`src/rtl/note_scheduler.sv`:
```
// Chart reader: walks the note ROM in order and issues one spawn handshake per note once
// its timestamp falls within LEAD frames of the game timer.
module note_scheduler #(
  parameter int unsigned ADDR_W = 10,
  parameter logic [15:0] LEAD   = 16'd60
) (
  input  logic              clk,
  input  logic              reset,
  input  logic              start_sign,
  input  logic              stop_sign,
  input  logic [15:0]       un_time,
  output logic [ADDR_W-1:0] rom_addr,
  input  logic [19:0]       rom_data,
  output logic              spawn_valid,
  output logic [3:0]        spawn_lane,
  output logic [15:0]       spawn_time,
  input  logic              spawn_ready,
  output logic              chart_done,
  output logic [ADDR_W:0]   note_count
);

  typedef enum logic [2:0] {
    StIdle,
    StFetch,
    StLoad,
    StWait,
    StEmit,
    StDone
  } state_e;

  localparam logic [ADDR_W-1:0] AddrMax   = '1;
  localparam logic [ADDR_W-1:0] AddrOne   = {{(ADDR_W-1){1'b0}}, 1'b1};
  localparam logic [ADDR_W:0]   CountOne  = {{ADDR_W{1'b0}}, 1'b1};
  localparam logic [15:0]       TermStamp = 16'hFFFF;

  state_e            state_q, state_d;
  logic [ADDR_W-1:0] addr_q, addr_d;
  logic [ADDR_W:0]   count_q, count_d;
  logic [3:0]        lane_q, lane_d;
  logic [15:0]       time_q, time_d;
  logic              valid_q, valid_d;
  logic              done_q, done_d;

  logic [16:0] deadline;
  logic        due;
  logic        accept;

  // 17-bit sum so a timer near 16'hFFFF plus LEAD cannot wrap and hide a due note.
  assign deadline = {1'b0, un_time} + {1'b0, LEAD};
  assign due      = ({1'b0, time_q} <= deadline);
  assign accept   = valid_q && spawn_ready;

  always_comb begin
    state_d = state_q;
    addr_d  = addr_q;
    count_d = count_q;
    lane_d  = lane_q;
    time_d  = time_q;

    unique case (state_q)
      StIdle: begin
        addr_d  = '0;
        count_d = '0;
        if (start_sign) state_d = StFetch;
      end
      StFetch: begin
        state_d = stop_sign ? StDone : StLoad;
      end
      StLoad: begin
        if (stop_sign) begin
          state_d = StDone;
        end else begin
          lane_d  = rom_data[19:16];
          time_d  = rom_data[15:0];
          state_d = (rom_data[15:0] == TermStamp) ? StDone : StWait;
        end
      end
      StWait: begin
        if (stop_sign)  state_d = StDone;
        else if (due)   state_d = StEmit;
      end
      StEmit: begin
        if (accept) begin
          count_d = count_q + CountOne;
          if (addr_q == AddrMax) begin
            state_d = StDone;
          end else begin
            addr_d  = addr_q + AddrOne;
            state_d = StFetch;
          end
        end
        // A handshake in the same cycle as stop still counts before stopping.
        if (stop_sign) state_d = StDone;
      end
      StDone: begin
        state_d = StDone;
      end
      default: begin
        state_d = StIdle;
      end
    endcase

    valid_d = (state_d == StEmit);
    done_d  = (state_d == StDone);
  end

  always_ff @(posedge clk) begin
    if (reset) begin
      state_q <= StIdle;
      addr_q  <= '0;
      count_q <= '0;
      lane_q  <= '0;
      time_q  <= '0;
      valid_q <= 1'b0;
      done_q  <= 1'b0;
    end else begin
      state_q <= state_d;
      addr_q  <= addr_d;
      count_q <= count_d;
      lane_q  <= lane_d;
      time_q  <= time_d;
      valid_q <= valid_d;
      done_q  <= done_d;
    end
  end

  assign rom_addr    = addr_q;
  assign note_count  = count_q;
  assign spawn_lane  = lane_q;
  assign spawn_time  = time_q;
  assign spawn_valid = valid_q;
  assign chart_done  = done_q;

endmodule
```
`config.mk`:
```
export PLATFORM = sky130hd
export DESIGN_NAME = note_scheduler
export DESIGN_NICKNAME = d
export VERILOG_FILES = /design/src/rtl/note_scheduler.sv
export SDC_FILE = /design/constraint.sdc
export NUM_CORES = 1
export LEC_CHECK = 0
export ABC_AREA = 1
export BUFFER_PORTS_ARGS = -buffer_cell sky130_fd_sc_hd__buf_2
export CAP_MARGIN = 20
export CORE_ASPECT_RATIO = 2
export CORE_MARGIN = 3
export CORE_UTILIZATION = 40
export CTS_BUF_LIST = sky130_fd_sc_hd__clkbuf_16
export CTS_CLUSTER_DIAMETER = 120
export DETAILED_ROUTE_END_ITERATION = 7
export GPL_ROUTABILITY_DRIVEN = 0
export GPL_TIMING_DRIVEN = 0
export PLACE_DENSITY = 0.71
export SLEW_MARGIN = 30
export SYNTH_ARGS = -nofsm -noshare
export SYNTH_HDL_FRONTEND = slang
export SYNTH_SLANG_ARGS = --single-unit
```
`constraint.sdc`:
```
create_clock -name clk -period 3.6 [get_ports clk]
set_input_delay 0.18 -clock clk [delete_from_list [all_inputs] [get_ports clk]]
set_output_delay 0.18 -clock clk [all_outputs]
set_load 0.03 [all_outputs]
```
# [After elaboration in Yosys (flattened, before gate mapping)]
# Cells that the tools add are included.
[totals] out_inout_bits=43 input_bits=41 reg_bits=46 wordCells=44
[classes] eq_ne=11 n_addsub=3 muxes=15 n_lt_le_gt_ge=1 n_reduce_logical=6 bitwise=1
[ops] operator="$mux 3" count=9
[ops] operator="$pmux 11 s2" count=1
[ops] operator="$mux 10" count=2
[ops] operator="$pmux 10 s2" count=1
[ops] operator="$pmux 3 s6" count=1
[ops] operator="$add 16x6->17 const B" count=1
[ops] operator="$le 16x17->1" count=1
[ops] operator="$eq 16x16->1 const B" count=1
[ops] operator="$eq 3x3->1 const B" count=4
[ops] operator="$add 11x1->11 const B" count=1
[ops] operator="$mux 11" count=1
[ops] operator="$add 10x1->10 const B" count=1
[ops] operator="$eq 10x10->1 const B" count=1
[ops] operator="$eq 3x2->1 const B" count=2
[ops] operator="$ne 2x2->1 const B" count=2
[ops] operator="$reduce_and 2->1" count=2
[ops] operator="$eq 3x1->1 const B" count=1
[ops] operator="$logic_not 3->1" count=1
[ops] operator="$reduce_and 3->1" count=1
[ops] operator="$reduce_bool 2->1" count=1
[ops] operator="$logic_and 1x1->1" count=1
[ops] operator="$not 1->1" count=1

# [Logic depth before layout (Yosys ltp)]
# Gate-level depths: netlist of the first run.
[depth] depth_word=6 ltp_mapped=22 mapped_depth_nobuf=22

# [Worst setup path after synthesis of the first run]
# No wires, ideal clock.
[synth_path] path_type="input to register" from="input un_time[3]" to="register done_q (netlist: chart_done)" stages=18 setup_slack_ns=1.469 required_time_ns=3.482 arrival_ns=2.012 cell_sequence="nor3_1 -> nand2_1 -> nand3_1 -> nor2_1 -> inv_1 -> nor2_1 -> xor2_1 -> inv_1 -> ha_1 -> nand2_1 -> nor2_1 -> nand4_1 -> nor2_1 -> nand3_1 -> nand2_1 -> nand2_1 -> a21oi_1 -> nor2_1"
[synth_between] elab_chain_len=6
[synth_rtl] item="from (decl)" line_no="11" rtl="input logic [15:0] un_time,"
[synth_rtl] item="$add 16x6->17" line_no="49" rtl="assign deadline = {1'b0, un_time} + {1'b0, LEAD};"
[synth_rtl] item="$le 16x17->1" line_no="50" rtl="assign due = ({1'b0, time_q} <= deadline);"
[synth_rtl] item="$mux 3" line_no="80" rtl="else if (due) state_d = StEmit;"
[synth_rtl] item="$mux 3" line_no="79" rtl="if (stop_sign) state_d = StDone;"
[synth_rtl] item="$pmux 3 s6" line_no="60" rtl="unique case (state_q)"
[synth_rtl] item="$eq 3x3->1" line_no="104" rtl="done_d = (state_d == StDone);"
[synth_rtl] item="to (signal assigned)" line_no="123" rtl="done_q <= done_d;"
[synth_rtl] item="to (decl)" line_no="42" rtl="logic done_q, done_d;"
# No other way between the ends.
# A chain may end at the register's enable or synchronous reset.

# [Worst setup path in the final report of the first run]
[layout_path] from="input un_time[2]" to="register done_q (netlist: chart_done)"
# Same word-level chain as after synthesis.

==> impl_metrics.yaml, run 1 <==
clocking:
  cts_tree: "done"
  clock_path_buffers: 2
  cts_setup_buffers: 0
  clock_latency_ns: 0.29
  cts_sinks: 46
  root_buffer: "clkbuf_16"
  cts_resized: 0
  cts.clk_slew.worst_paths_ns: 0.06
  cts_hold_buf: 0
  cts-buffers-inserted: 5
  cts_max_level: 2
synth:
  avgSynthCellArea_sq_um: 6.86
  ys_seq_area_frac: 0.338
  synth_edf_count: 0
  yosysTopAreaCellShare: 0.338
  ys.flop_type: "dfxtp_1"
  synth_cell_types: 32
  yosysWarnings: 0
  syn_area_sq_um: 2720
  synth_area_leaders: "dfxtp_1, nor2_1, nand2_1"
  synthCells: 397
  async_reset_ff_frac: 0
  synth_nets: 457
  synth.ff_latch_count: 46
  yosys.area.top_type: "dfxtp_1"
critical_path:
  startpoint_type: "input port"
  critPathMaxFanout: 3
  crit_start: "un_time[2]"
  worstSetupEndpointType: "flip-flop"
  critical_path_arrival_ns: 2.62
  r2r_start: "rom_addr[0]"
  path_class: "input port to flip-flop"
  cp.required_ns: 3.78
  r2r_setup_slack_ns: 1.75
  crit_end: "chart_done"
  r2r_cells: 10
  worst_r2r_endpoint: "rom_addr[5]"
route:
  drt_pass1_iterations: 4
  drt_iter0_drc: 84
  vias_per_cell: 4.83
  ant_nets: 0
  dr_total_vias: 2779
  wl_per_cell_um: 12.2
  drc_errors: 0
  wl_um: 7000
floorplanning:
  initial_utilization: 0.411
  chipWidth_um: 64.4
  coreArea_sq_um: 6620
  die_area_sq_um: 7900
  io_pins: 84
  rows: 42
  die_y_um: 123
timing:
  slew_violations: 0
  rsz0062_at_grt: "false"
  setup-violations-final: 0
  worst_pin_slew_ns: 0.527
  max_freq_mhz: 411
  tns_ns: 0
  timing.final.crit_share: 0.677
  finalCriticalPeriod_ns: 2.44
  hold_violations: 0
  skew_ns: 0.00397
  relSlewSlack: 0.649
cells_and_area:
  drive_above_1_share: 0.240
  final_util: 0.515
  num-nets-final: 546
  synthToLayoutAreaGrowth_pct: 25.2
  diodes: 0
run_status:
  status: "complete, no violations"
placed_design:
  port_buffers: 82
  post-dp-hpwl_um: 5660
flow_run:
  maxCapViolations: 0
power_and_ir_drop:
  power_leakage_nw: 1.72
  max-vdd-ir-drop_mv: 0.331
  power_density_nw_per_um2: 385
global_route:
  grt_pass1_vias: 2711
  grt_util_all_layers: 0.186
  grt_pass1_wl_um: 11600
  antenna_found_initial: 0
  grt_remaining_overflow: 0
  grt_max_degree: 15
min_path:
  hold_path_class: "input port to flip-flop"
-- registers in the layout, indices dropped and copies added, names as in the netlist --
| register | cells |
|---|---|
| rom_addr | 10 |
| state_q | 3 |
| chart_done | 1 |
| note_count | 11 |
| spawn_time | 16 |
| spawn_lane | 4 |
| spawn_valid | 1 |
-- cell usage in the layout, fill, tap and decap left out --
cell type  Yosys  final
a21oi_1       21     21
nand3_2        3      3
nor2_1        81     81
and3_1         1      1
xor2_1        12     12
buf_2          0     82
dfxtp_1       46     46
nand4_1        8      8
ha_1          19     19
inv_1         48     48
buf_4          2      2
o21ai_1        7      7
buf_1          1      1
nand2_4        2      2
o21ai_4        1      1
nor3b_1        1      1
nor3_1         9      9
a211oi_1       1      1
o21a_1         1      1
bufinv_16      0      1
nor3_2         1      1
o21ai_0       22     22
a21o_1         1      1
clkbuf_16      0      5
nor2_2         2      2
nand2_1       72     72
clkbuf_1       4      4
a32oi_1        1      1
xnor2_1        3      3
nand2_2        5      5
inv_2          6      6
a31o_2         1      1
nand3_1       10     10
nor4_1         1      1
clkinv_2       0      2
nor2_4         4      4
-- per-stage QoR --
stage	cells	cell area [sq um]	power (W)	hold WS (ns)	worst slack, ns
after floorplan	397	2720	0.000724	0.315	1.47
after global placement	567	3240	0.000800	0.405	0.900
after detailed placement	567	3240	0.000806	0.414	0.876
after CTS	575	3410	0.00133	0.110	1.17
after global routing	575	3410	0.00138	0.137	0.786
final	575	3410	0.00131	0.117	1.16
-- report_power, final --
part	internal [W]	total (W)	switching (W)	leakage, nW
registers	0.000526	0.000541	0.0000148	0.371
logic	0.0000834	0.000252	0.000168	1.26
clock network	0.000325	0.000520	0.000195	0.0836
total	0.000934	0.00131	0.000378	1.72
-- logic make-up (layout without fill, tap and decap cells) --
family,count (synthesis),after routing,share of synthesized area
AND/OR/NAND/NOR,200,200,0.327
AO/OA/AOI/OAI,56,56,0.113
XOR/XNOR,15,15,0.0482
adder cells (fa/ha/maj),19,19,0.0873
flip-flops,46,46,0.338
buffers and inverters,61,151,0.0868
-- worst min path at each step --
stage | slack [ns] | cells past startpoint | endpoint | start
after floorplan | 0.31 | 2 | spawn_lane[0] | rom_data[16]
after global placement | 0.41 | 3 | spawn_lane[0] | rom_data[16]
after detailed placement | 0.41 | 3 | spawn_lane[0] | rom_data[16]
after CTS | 0.11 | 3 | spawn_lane[0] | rom_data[16]
after global routing | 0.14 | 3 | spawn_lane[0] | rom_data[16]
final | 0.12 | 3 | spawn_lane[0] | rom_data[16]
-- cell type report --
| type | count | area, sq um |
|---|---|---|
| buffer | 7 | 33.8 |
| clock buffer | 5 | 125 |
| clock inverter | 3 | 40.0 |
| fill | 691 | 3210 |
| inverter | 54 | 203 |
| multi-input combinational | 290 | 1570 |
| sequential | 46 | 921 |
| tap | 88 | 110 |
| timing repair buffer | 82 | 410 |
-- synth_stat cells, types with 2 or more instances --
cell / instances
nand3_2: 3
nand2_4: 2
inv_1: 48
nor2_1: 81
clkbuf_1: 4
o21ai_0: 22
ha_1: 19
nand2_2: 5
nor2_4: 4
buf_4: 2
nand2_1: 72
nor2_2: 2
xnor2_1: 3
o21ai_1: 7
nand3_1: 10
a21oi_1: 21
xor2_1: 12
dfxtp_1: 46
inv_2: 6
nand4_1: 8
nor3_1: 9
-- worst max-delay path, stage by stage --
cell	delay [ns]
buf_2	0.13
nor3_1	0.27
nand2_1	0.12
nand3_1	0.17
nor2_1	0.08
inv_1	0.08
nor2_1	0.05
xor2_1	0.12
inv_1	0.05
ha_1	0.27
nand2_1	0.06
nor2_1	0.14
nand4_1	0.09
nor2_1	0.23
nand3_1	0.16
nand2_1	0.10
nand2_1	0.06
a21oi_1	0.18
nor2_1	0.07
-- per-layer routing --
layer  routed length [um]  GRT usage  vias to the layer above
li1                     -          -                     1446
met1                 2640      0.179                     1230
met2                 3780      0.361                       84
met3                  319     0.0293                       19
met4                  259      0.105                        0
met5                    0          0                        -
Power figures use the tool's default switching activity.
==> inputs of run 2 (changes only) <==
==> constraint.sdc (replaced) <==
create_clock -name clk -period 2.3 [get_ports clk]
set_input_delay 0.115 -clock clk [delete_from_list [all_inputs] [get_ports clk]]
set_output_delay 0.115 -clock clk [all_outputs]
set_load 0.03 [all_outputs]
==> run 2 against run 1 <==
Compared with the run above: worst setup slack got worse by 0.98 ns; wire length is 2.7% higher; sequential power increased by 57%; worst hold slack got worse by 0.065 ns; register-to-register slack worse by 1.3 ns; sequential share of layout area fell by 1.0 points; count of clock-buffer cells in the layout did not move; clock skew down 0.0011 ns; via count up 1.9%; critical path type unchanged.
==> impl_metrics.yaml, run 2 (synthesis gave the netlist of run 1 again) <==
floorplanning:
  die_area_sq_um: 7900
  rows: 42
  initial_utilization: 0.411
  coreArea_sq_um: 6620
  die_y_um: 123
  io_pins: 84
  chipWidth_um: 64.4
timing:
  tns_ns: 0
  worst_pin_slew_ns: 0.526
  slew_violations: 0
  hold_ws_ns: 0.0517
  finalCriticalPeriod_ns: 2.11
  rsz0062_at_grt: "true"
  skew_ns: 0.00290
  max_freq_mhz: 473
  setup-violations-final: 0
  relSlewSlack: 0.649
  hold_violations: 0
  timing.final.crit_share: 0.919
placed_design:
  place_area_sq_um: 3240
  post-dp-hpwl_um: 5660
  dp.cells: 567
  port_buffers: 82
cells_and_area:
  final_common_cell: "buf_2"
  diodes: 0
  design_area_sq_um: 3540
  final_util: 0.535
  drive_above_1_share: 0.288
  num-nets-final: 548
  largest_register_ffs: 16
  stdcell_count: 577
  synthToLayoutAreaGrowth_pct: 30.0
  final_cell_mix: "buf_2, nor2_1, nand2_1, inv_1, dfxtp_1"
route:
  drt_iter0_drc: 85
  drt_pass1_iterations: 4
  vias_per_cell: 4.91
  drc_errors: 0
  ant_nets: 0
  wl_um: 7190
  dr_total_vias: 2832
  wl_per_cell_um: 12.5
global_route:
  grt_max_degree: 15
  grt_pass1_wl_um: 11700
  grt_util_all_layers: 0.186
  antenna_found_initial: 0
  grt_pass1_vias: 2713
  grt_remaining_overflow: 0
clocking:
  cts_max_level: 2
  cts_sinks: 46
  cts_tree: "done"
  clock_path_buffers: 2
  cts_hold_buf: 0
  cts.clk_slew.worst_paths_ns: 0.06
  clock_latency_ns: 0.29
  cts-buffers-inserted: 5
  root_buffer: "clkbuf_16"
critical_path:
  r2r_setup_slack_ns: 0.45
  crit_end: "state_q[0]"
  worstSetupEndpointType: "flip-flop"
  startpoint_type: "input port"
  worst_r2r_endpoint: "rom_addr[5]"
  r2r_start: "rom_addr[0]"
  crit_start: "un_time[2]"
  critPathMaxFanout: 5
  critical_path_arrival_ns: 2.28
  path_class: "input port to flip-flop"
  cp.required_ns: 2.47
  r2r_cells: 10
power_and_ir_drop:
  power_leakage_nw: 1.76
  max-vdd-ir-drop_mv: 0.519
  p_int_w: 0.00147
  switchingPower_w: 0.000614
  p_seq_frac: 0.405
  clkPwrFrac: 0.392
  power_density_nw_per_um2: 590
  swShare: 0.294
  p_comb_frac: 0.203
run_status:
  status: "complete, no violations"
min_path:
  hold_path_class: "input port to flip-flop"
flow_run:
  maxCapViolations: 0
run 2: cell type report:
class	instances	area, sq um
clock buffers	5	125
plain buffers	7	33.8
well taps	88	110
fillers	678	3080
inverters	54	203
flip-flops and latches	46	921
clock inverters	3	40.0
repair buffers	84	428
multi-input cells	290	1680
run 2: how the worst min path moves through the flow:
stage | from | endpoint | slack [ns] | depth (start not counted)
after global routing | rom_data[16] | spawn_lane[0] | 0.07 | 3
after global placement | rom_data[16] | spawn_lane[0] | 0.34 | 3
after detailed placement | rom_data[16] | spawn_lane[0] | 0.35 | 3
after CTS | rom_data[16] | spawn_lane[0] | 0.05 | 3
final | rom_data[16] | spawn_lane[0] | 0.05 | 3
after floorplan | rom_data[16] | spawn_lane[0] | 0.25 | 2
run 2: per-layer routing:
layer / vias to the layer above / GRT usage / wire length (um)
met3: 18 / 0.0293 / 328
li1: 1448 / - / -
met1: 1278 / 0.180 / 2690
met5: - / 0 / 0
met4: 0 / 0.105 / 226
met2: 88 / 0.361 / 3950
run 2: through the flow:
step           total power [W]  setup slack (ns)
3_5_place_dp           0.00126            -0.359
6_report               0.00209             0.186
2_1_floorplan          0.00113             0.234
4_1_cts                0.00209           0.00159
5_1_grt                0.00219           -0.0354
3_3_place_gp           0.00125            -0.335
run 2: worst max-delay path: stages:
cell and delay [ns]:
clkbuf_4 0.15, inv_1 0.07, ha_4 0.17, nand2_4 0.07, nand3_4 0.13, nor3_4 0.20, xor2_1 0.17, ha_1 0.27
nand2_2 0.11, inv_1 0.05, nand2_1 0.06, nand3_1 0.08, nand2_1 0.07, nand2_1 0.06, nand2_2 0.08, nand2_2 0.07
nand2_2 0.07, nand2_2 0.06, a21oi_2 0.17, nor2_1 0.05
run 2: timing repair:
action | in CTS | in global routing
cloned | 0 | 0
gates resized for setup | 2 | 29
setup endpoints to repair | 3 | 5
pin swaps | 0 | 20
hold endpoints to repair | 0 | 0
buffers inserted | 0 | 2
run 2: power groups by stage:
stage               Clock, W  Sequential [W]  Combinational, W
CTS                 0.000840        0.000847          0.000399
global route        0.000861        0.000850          0.000474
global placement           0        0.000864          0.000388
detailed placement         0        0.000865          0.000396
finish              0.000818        0.000847          0.000424
floorplan                  0        0.000897          0.000235
